==> src/rtl/v2f_seq_udiv.sv <==
// v2f_seq_udiv: multi-cycle unsigned divider (restoring, radix-2).
// Produces one quotient bit per clock using only shift, subtract and compare.
//
// Handshake: an operation transfers on a rising pos_clk edge where
// in_valid && in_ready. A result transfers on an edge where
// out_valid && out_ready. in_ready and out_valid depend only on the
// state register, never on same-cycle inputs. q, r and dbz hold steady
// for as long as out_valid is high.
module v2f_seq_udiv #(
  parameter int WIDTH = 32,
  parameter int CNT_W = $clog2(WIDTH + 1)
) (
  input  logic             pos_clk,
  input  logic             pos_arst,
  input  logic             in_valid,
  output logic             in_ready,
  input  logic [WIDTH-1:0] a,
  input  logic [WIDTH-1:0] b,
  output logic             out_valid,
  input  logic             out_ready,
  output logic [WIDTH-1:0] q,
  output logic [WIDTH-1:0] r,
  output logic             dbz,
  output logic [1:0]       dbg_state_o
);

  typedef enum logic [1:0] {
    S_IDLE = 2'd0,
    S_CALC = 2'd1,
    S_DONE = 2'd2
  } state_t;

  localparam logic [CNT_W-1:0] CNT_INIT = CNT_W'(WIDTH);
  localparam logic [CNT_W-1:0] CNT_ONE  = CNT_W'(1);

  state_t           state_q, state_d;
  logic [WIDTH-1:0] dvd_q, dvd_d;   // dividend shift register, MSB first
  logic [WIDTH-1:0] dvs_q, dvs_d;   // divisor
  logic [WIDTH-1:0] rem_q, rem_d;   // partial remainder (always < divisor)
  logic [WIDTH-1:0] quo_q, quo_d;   // quotient, bits enter at the LSB
  logic [CNT_W-1:0] cnt_q, cnt_d;   // iterations left
  logic             dbz_q, dbz_d;

  // Restoring step. t is WIDTH+1 bits wide, so the compare stays unsigned
  // and correct even when the remainder already has its top bit set.
  logic [WIDTH:0] t_w;
  logic [WIDTH:0] sub_w;
  logic           ge_w;

  assign t_w   = {rem_q, dvd_q[WIDTH-1]};
  assign ge_w  = (t_w >= {1'b0, dvs_q});
  assign sub_w = t_w - {1'b0, dvs_q};

  assign in_ready    = (state_q == S_IDLE);
  assign out_valid   = (state_q == S_DONE);
  assign q           = quo_q;
  assign r           = rem_q;
  assign dbz         = dbz_q;
  assign dbg_state_o = state_q;

  // State and datapath registers; asynchronous reset to all-zero / IDLE.
  always_ff @(posedge pos_clk or posedge pos_arst) begin
    if (pos_arst) begin
      state_q <= S_IDLE;
      dvd_q   <= '0;
      dvs_q   <= '0;
      rem_q   <= '0;
      quo_q   <= '0;
      cnt_q   <= '0;
      dbz_q   <= 1'b0;
    end else begin
      state_q <= state_d;
      dvd_q   <= dvd_d;
      dvs_q   <= dvs_d;
      rem_q   <= rem_d;
      quo_q   <= quo_d;
      cnt_q   <= cnt_d;
      dbz_q   <= dbz_d;
    end
  end

  // Next-state and datapath update: accept, iterate, then hold the result.
  always_comb begin
    state_d = state_q;
    dvd_d   = dvd_q;
    dvs_d   = dvs_q;
    rem_d   = rem_q;
    quo_d   = quo_q;
    cnt_d   = cnt_q;
    dbz_d   = dbz_q;
    unique case (state_q)
      S_IDLE: begin
        if (in_valid) begin
          dvd_d = a;
          dvs_d = b;
          cnt_d = CNT_INIT;
          if (b == '0) begin
            // Divide by zero short-circuits straight to the result.
            quo_d   = '1;
            rem_d   = a;
            dbz_d   = 1'b1;
            state_d = S_DONE;
          end else begin
            quo_d   = '0;
            rem_d   = '0;
            dbz_d   = 1'b0;
            state_d = S_CALC;
          end
        end
      end
      S_CALC: begin
        if (ge_w) begin
          rem_d = sub_w[WIDTH-1:0];
        end else begin
          rem_d = t_w[WIDTH-1:0];
        end
        quo_d = {quo_q[WIDTH-2:0], ge_w};
        dvd_d = {dvd_q[WIDTH-2:0], 1'b0};
        cnt_d = cnt_q - CNT_ONE;
        if (cnt_q == CNT_ONE) begin
          state_d = S_DONE;
        end
      end
      S_DONE: begin
        if (out_ready) begin
          dbz_d   = 1'b0;
          state_d = S_IDLE;
        end
      end
      default: begin
        state_d = S_IDLE;
      end
    endcase
  end

endmodule

==> config.mk <==
export PLATFORM = sky130hd
export DESIGN_NAME = v2f_seq_udiv
export DESIGN_NICKNAME = d
export VERILOG_FILES = /design/src/rtl/v2f_seq_udiv.sv
export SDC_FILE = /design/constraint.sdc
export NUM_CORES = 1
export LEC_CHECK = 0
export BUFFER_PORTS_ARGS = -buffer_cell sky130_fd_sc_hd__buf_2
export CORE_MARGIN = 1.5
export CORE_UTILIZATION = 57
export DETAILED_ROUTE_END_ITERATION = 16
export PLACE_DENSITY_LB_ADDON = 0.05
export SLEW_MARGIN = 40
export SYNTH_ARGS = -nofsm -noshare
export SYNTH_HDL_FRONTEND = slang
export SYNTH_SLANG_ARGS = --single-unit
==> constraint.sdc <==
create_clock -name pos_clk -period 6.4 [get_ports pos_clk]
set_clock_uncertainty 0.05 [all_clocks]
set_input_delay 1.28 -clock pos_clk [delete_from_list [all_inputs] [get_ports pos_clk]]
set_output_delay 1.28 -clock pos_clk [all_outputs]
set_load 0.02 [all_outputs]
Yosys cells after proc, flatten, opt, wreduce, memory -nomap -nowiden
Index checks and enable logic that the tools add are counted.
{ "op_classes": {"magnitude_cmp": 1, "n_mux": 20, "n_reduce_logical": 8, "n_eq_ne": 6, "n_addsub": 2} }
{ "op_table": {"columns": ["op", "n"], "rows": [
  ["2-to-1 mux 32 bit", 6],
  ["one-hot mux 32 bit (2 select lines)", 3],
  [">= comparator 33 x 32 -> 1 bit", 1],
  ["logical NOT 32 bit", 1],
  ["subtractor 32 bit", 1],
  ["one-hot mux 6 bit (2 select lines)", 1],
  ["2-to-1 mux 2 bit", 4],
  ["== test 6 x 1 -> 1 bit, second input constant", 1],
  ["2-to-1 mux 6 bit", 1],
  ["one-hot mux 2 bit (3 select lines)", 1],
  ["AND reduction 3 bit", 2],
  ["subtractor 6 x 1 -> 6 bit, second input constant", 1],
  ["inequality test 2 bit, second input constant", 2],
  ["AND reduction 2 bit", 2],
  ["nonzero test 2 bit", 2],
  ["2-to-1 mux 1 bit", 3],
  ["== test 2 x 1 -> 1 bit, second input constant", 1],
  ["== test 2 bit, second input constant", 1],
  ["logical NOT 2 bit", 1],
  ["inequality test 2 x 1 -> 1 bit, second input constant", 1],
  ["one-hot mux 1 bit (2 select lines)", 1]
]} }
{ "word_totals": {"in_bits": 68, "output_inout_bits": 69, "regBits": 137, "wordCells": 44} }

Logic depth before layout (Yosys ltp)
{ "depth": {"depth_word": 4, "mapped_depth": 15, "depth_no_buf": 14} }

Least setup slack after synthesis
Ideal clock, no wire load.
{ "synth_path": {"path_type": "reg2reg", "start": "register rem_q[0] (netlist: r[0])", "end": "register rem_q[31] (netlist: r[31])", "required_time_ns": 6.285, "n_path_buf": 0, "stages_incl_launch_ff": 12, "setup_ns": 0.065, "slack_ns": 3.372, "arrival_ns": 2.913, "synth_period_minus_slack_ns": 3.028, "path_cell_list": "dfrtp_1 > ha_1 > nor2b_4 > o31a_1 > o31a_1 > o21ai_2 > nand2_1 > a211oi_2 > o31ai_2 > or4b_4 > a41oi_2 > o22a_1"} }
{ "synth_between": {"elab_chain_len": 3, "word_cells_on_any_way": 4, "cone_classes": "add/sub: 1; order compare: 1; mux: 2"} }
{ "synth_rtl": {"columns": ["element", "line", "text"], "rows": [
  ["start, declared", "39", "logic [WIDTH-1:0] rem_q, rem_d;"],
  ["start signal, assigned", "75", "rem_q <= rem_d;"],
  ["subtractor 32 bit / >= comparator 33 x 32 -> 1 bit (equally long branches)", "52, 51", null],
  ["2-to-1 mux 32 bit *", "112", "if (ge_w) begin"],
  ["one-hot mux 32 bit (2 select lines) *", "91", "unique case (state_q)"]
]} }
Mark *: on every way between the ends. The rest lies on a longest branch, timed or not.
A chain may end at the register's enable or synchronous reset.

Worst setup path after layout
{ "layout_path": {"start": "register rem_q[19] (netlist: r[19])", "end": "register rem_q[20] (netlist: r[20])"} }
Same word-level chain as after synthesis.

==> results.sh <==
export IMPL_status="complete, no violations"
export IMPL_post_synth_top_area_fraction=0.430
export IMPL_end_kind="register"
export IMPL_cts_tree="done"
export IMPL_final_layout_size_suffix_gt1_frac=0.184
export IMPL_place_gp_congestion=0.879
export IMPL_yosysTopAreaCell="dfrtp_1"
export IMPL_root_buffer="clkbuf_16"
export IMPL_finalCritPeriodShare=0.537
export IMPL_cts_hold_fix_buffers=0
export IMPL_ys_ff_latch=137
export IMPL_path_clk_slew_ps=70
export IMPL_dieArea_mm2=0.0147
export IMPL_final_antenna_net_count=0
export IMPL_yosys_warnings=0
export IMPL_syn_area_mm2=0.00797
export IMPL_rsz0062_at_grt="false"
export IMPL_post_cts_setup_buffer_count=0
export IMPL_async_flop_share=1.00
export IMPL_wl_per_cell_um=16.0
export IMPL_startpoint_type="register"
export IMPL_slowest_delay_ps=500
export IMPL_multi_input_area_mm2=0.00410
export IMPL_finalNetCount=1158
export IMPL_postSynthCellCount=956
export IMPL_cp_max_fo=45
export IMPL_drt_iter0_markers=556
export IMPL_hold_path_class="register to register"
export IMPL_crit_slowest_cell="buf_4"
export IMPL_hold_violations=0
export IMPL_vias=7096
export IMPL_stdcell_area_mm2=0.00927
export IMPL_synthToLayoutAreaGrowth_pct=16.3
export IMPL_dpl_hpwl_mm=14.0
export IMPL_dr_pass1_iters=5
export IMPL_fillers=1247
export IMPL_yosysUniqueCellTypes=56
export IMPL_clockPowerShare=0.157
export IMPL_diodes=0
export IMPL_synthTopCellsByCount="169 x nand2_1, 137 x dfrtp_1, 96 x o21ai_0"
export IMPL_area_sequential_mm2=0.00343
export IMPL_synth_compound_area_frac=0.216
export IMPL_initial_utilization=0.578
export IMPL_drv_cap=0
export IMPL_critPathTopFamily="compound AO/OA/AOI/OAI gates"
export IMPL_grt_pass1_wl_mm=33.1
export IMPL_numPortBuffers=136
export IMPL_period_minus_slack_ps=3430
export IMPL_power_density_mw_per_mm2=670
export IMPL_yosysSeqAreaShare=0.430
export IMPL_switchingPower_mw=2.92
export IMPL_power_frac_seq=0.244
export IMPL_grt_overflow=0
export IMPL_fmax_mhz=291
export IMPL_slew_violations=0
export IMPL_synth_top_family_by_area="compound AO/OA/AOI/OAI gates"
export IMPL_grt_pass1_vias=6600
export IMPL_power_frac_comb=0.598
export IMPL_post_route_drc_count=0
export IMPL_syn_num_nets=1059
export IMPL_synthAdderAreaFrac=0.0559
export IMPL_path_common_cell="nor2_1"
export IMPL_cts_sinks=137
export IMPL_via_per_inst=5.69
export IMPL_dieWidth_um=121
export IMPL_place_area_mm2=0.00868
export IMPL_criticalPathCategory="register to register"
export IMPL_p_int_mw=3.29
export IMPL_synthSimpleGateAreaFrac=0.175
export IMPL_fin_tns_setup_ps=0
export IMPL_synth_mux_area_frac=0.0294
export IMPL_die_h_um=121
export IMPL_path_buf_inv=1
export IMPL_vdd_drop_max_v=0.000388
export IMPL_max_slew_worst_pin_slew_ps=696
export IMPL_swShare=0.470
export IMPL_cts_buffer_depth=2
export IMPL_track_usage=0.289
export IMPL_synth_most_common_cell="nand2_1"
export IMPL_cp_arrival_ps=3700
export IMPL_std_cell_rows=43
export IMPL_synth_avg_cell_area_um2=8.33
export IMPL_leakagePower_nw=4.48
export IMPL_antenna_found_initial=0
export IMPL_cts_buffers_inserted=17
export IMPL_crit_path_cell_trace="ha_1 -> nand4_1 -> nor2_1 -> o2111ai_1 -> a31oi_1 -> nor2b_1 -> o21ai_4 -> buf_4 -> mux2_2 -> a221oi_1 -> nor2_1"
export IMPL_grt_max_degree=96
export IMPL_synth_edf_count=0
export IMPL_setup_violations=0
export IMPL_core_area_mm2=0.0138
export IMPL_routed_wl_mm=20.0
export IMPL_synthFlopType="dfrtp_1"
export IMPL_synth_area_top_cells="dfrtp_1 43%, nand2_1 8.0%, o21ai_0 6.0%"
export IMPL_ios=137
export IMPL_slew_headroom=0.536
export IMPL_crit_required_ps=6670
export IMPL_worstSkewPairLatency_ps=440
export IMPL_cts_resized=0
export IMPL_synth_xor_area_share=0.0330
export IMPL_post_route_util=0.673
export IMPL_htreeDepth=4
-- power by group through the flow --
stage	Clock [mW]	Sequential (mW)	Combinational (mW)
floorplan	0	1.61	2.85
global placement	0	1.52	3.64
detailed placement	0	1.53	3.67
CTS	0.986	1.52	3.71
global route	1.03	1.56	4.17
finish	0.977	1.52	3.72
-- through the flow --
step                      setup slack, ps  hold WS [ps]  instances  total power, mW
after floorplan                      1400           423        956             4.45
after global placement               2610           410       1216             5.16
after detailed placement             2660           437       1216             5.20
after CTS                            3000           453       1248             6.21
after global routing                 2600           468       1248             6.76
final                                2970           440       1248             6.21
-- final cells by class --
| class | count | area share |
|---|---|---|
| clock buffer | 17 | 0.0459 |
| clock inverter | 15 | 0.0169 |
| inverter | 43 | 0.0180 |
| multi-input combinational | 710 | 0.443 |
| sequential | 137 | 0.370 |
| tap | 180 | 0.0243 |
| timing repair buffer | 146 | 0.0824 |
-- layout by cell type (no fill, tap or decap), types with 7 or more instances in the layout --
| master | Yosys | layout |
|---|---|---|
| a21o_1 | 17 | 17 |
| a21oi_1 | 90 | 90 |
| a31oi_1 | 39 | 39 |
| buf_2 | 1 | 136 |
| buf_4 | 7 | 8 |
| clkbuf_16 | 0 | 17 |
| dfrtp_1 | 137 | 137 |
| ha_1 | 34 | 34 |
| inv_1 | 43 | 42 |
| inv_6 | 0 | 7 |
| mux2i_1 | 20 | 20 |
| nand2_1 | 169 | 169 |
| nand3_1 | 18 | 18 |
| nand4_1 | 12 | 12 |
| nor2_1 | 87 | 85 |
| nor4_1 | 10 | 10 |
| o21ai_0 | 96 | 95 |
| o22ai_1 | 17 | 17 |
| xnor2_1 | 18 | 18 |
| xor2_1 | 12 | 12 |
-- layer usage --
layer,global-route usage,vias to the layer above,part of all wire
met2,0.458,173,0.48
met5,0,-,0
met3,0.0602,29,0.046
met1,0.401,3354,0.46
li1,-,3540,-
met4,0.0860,0,0.017
-- kinds of logic after synthesis --
group,Yosys count
AO/OA/AOI/OAI,295
XOR/XNOR,30
adder cells (fa/ha/maj),35
buffers and inverters,109
flip-flops,137
multiplexers,23
AND/OR/NAND/NOR,327
-- registers in the layout, summed over array words and instances, names as in the netlist --
signal       flops
dvs_q           32
dvd_q           32
dbz              1
dbg_state_o      2
r               32
cnt_q            6
q               32
-- tightest hold or removal path, stage by stage, from the launching register on --
cell and delay [ps]:
dfrtp_1 340, nand2_1 40, o21ai_0 70
-- path summary, 6_finish.rpt --
path	from	end	slack, ps	depth (start not counted)
max	r[19]	r[20]	2970	11
min	q[31]	q[31]	440	2
max reg2reg	r[19]	r[20]	2970	11
min reg2reg	q[31]	q[31]	440	2
max in group asynchronous	pos_arst	dvd_q[21]	4390	3
min in group asynchronous	pos_arst	dvd_q[26]	920	2
Note: power is estimated with default switching activity, not from simulation.
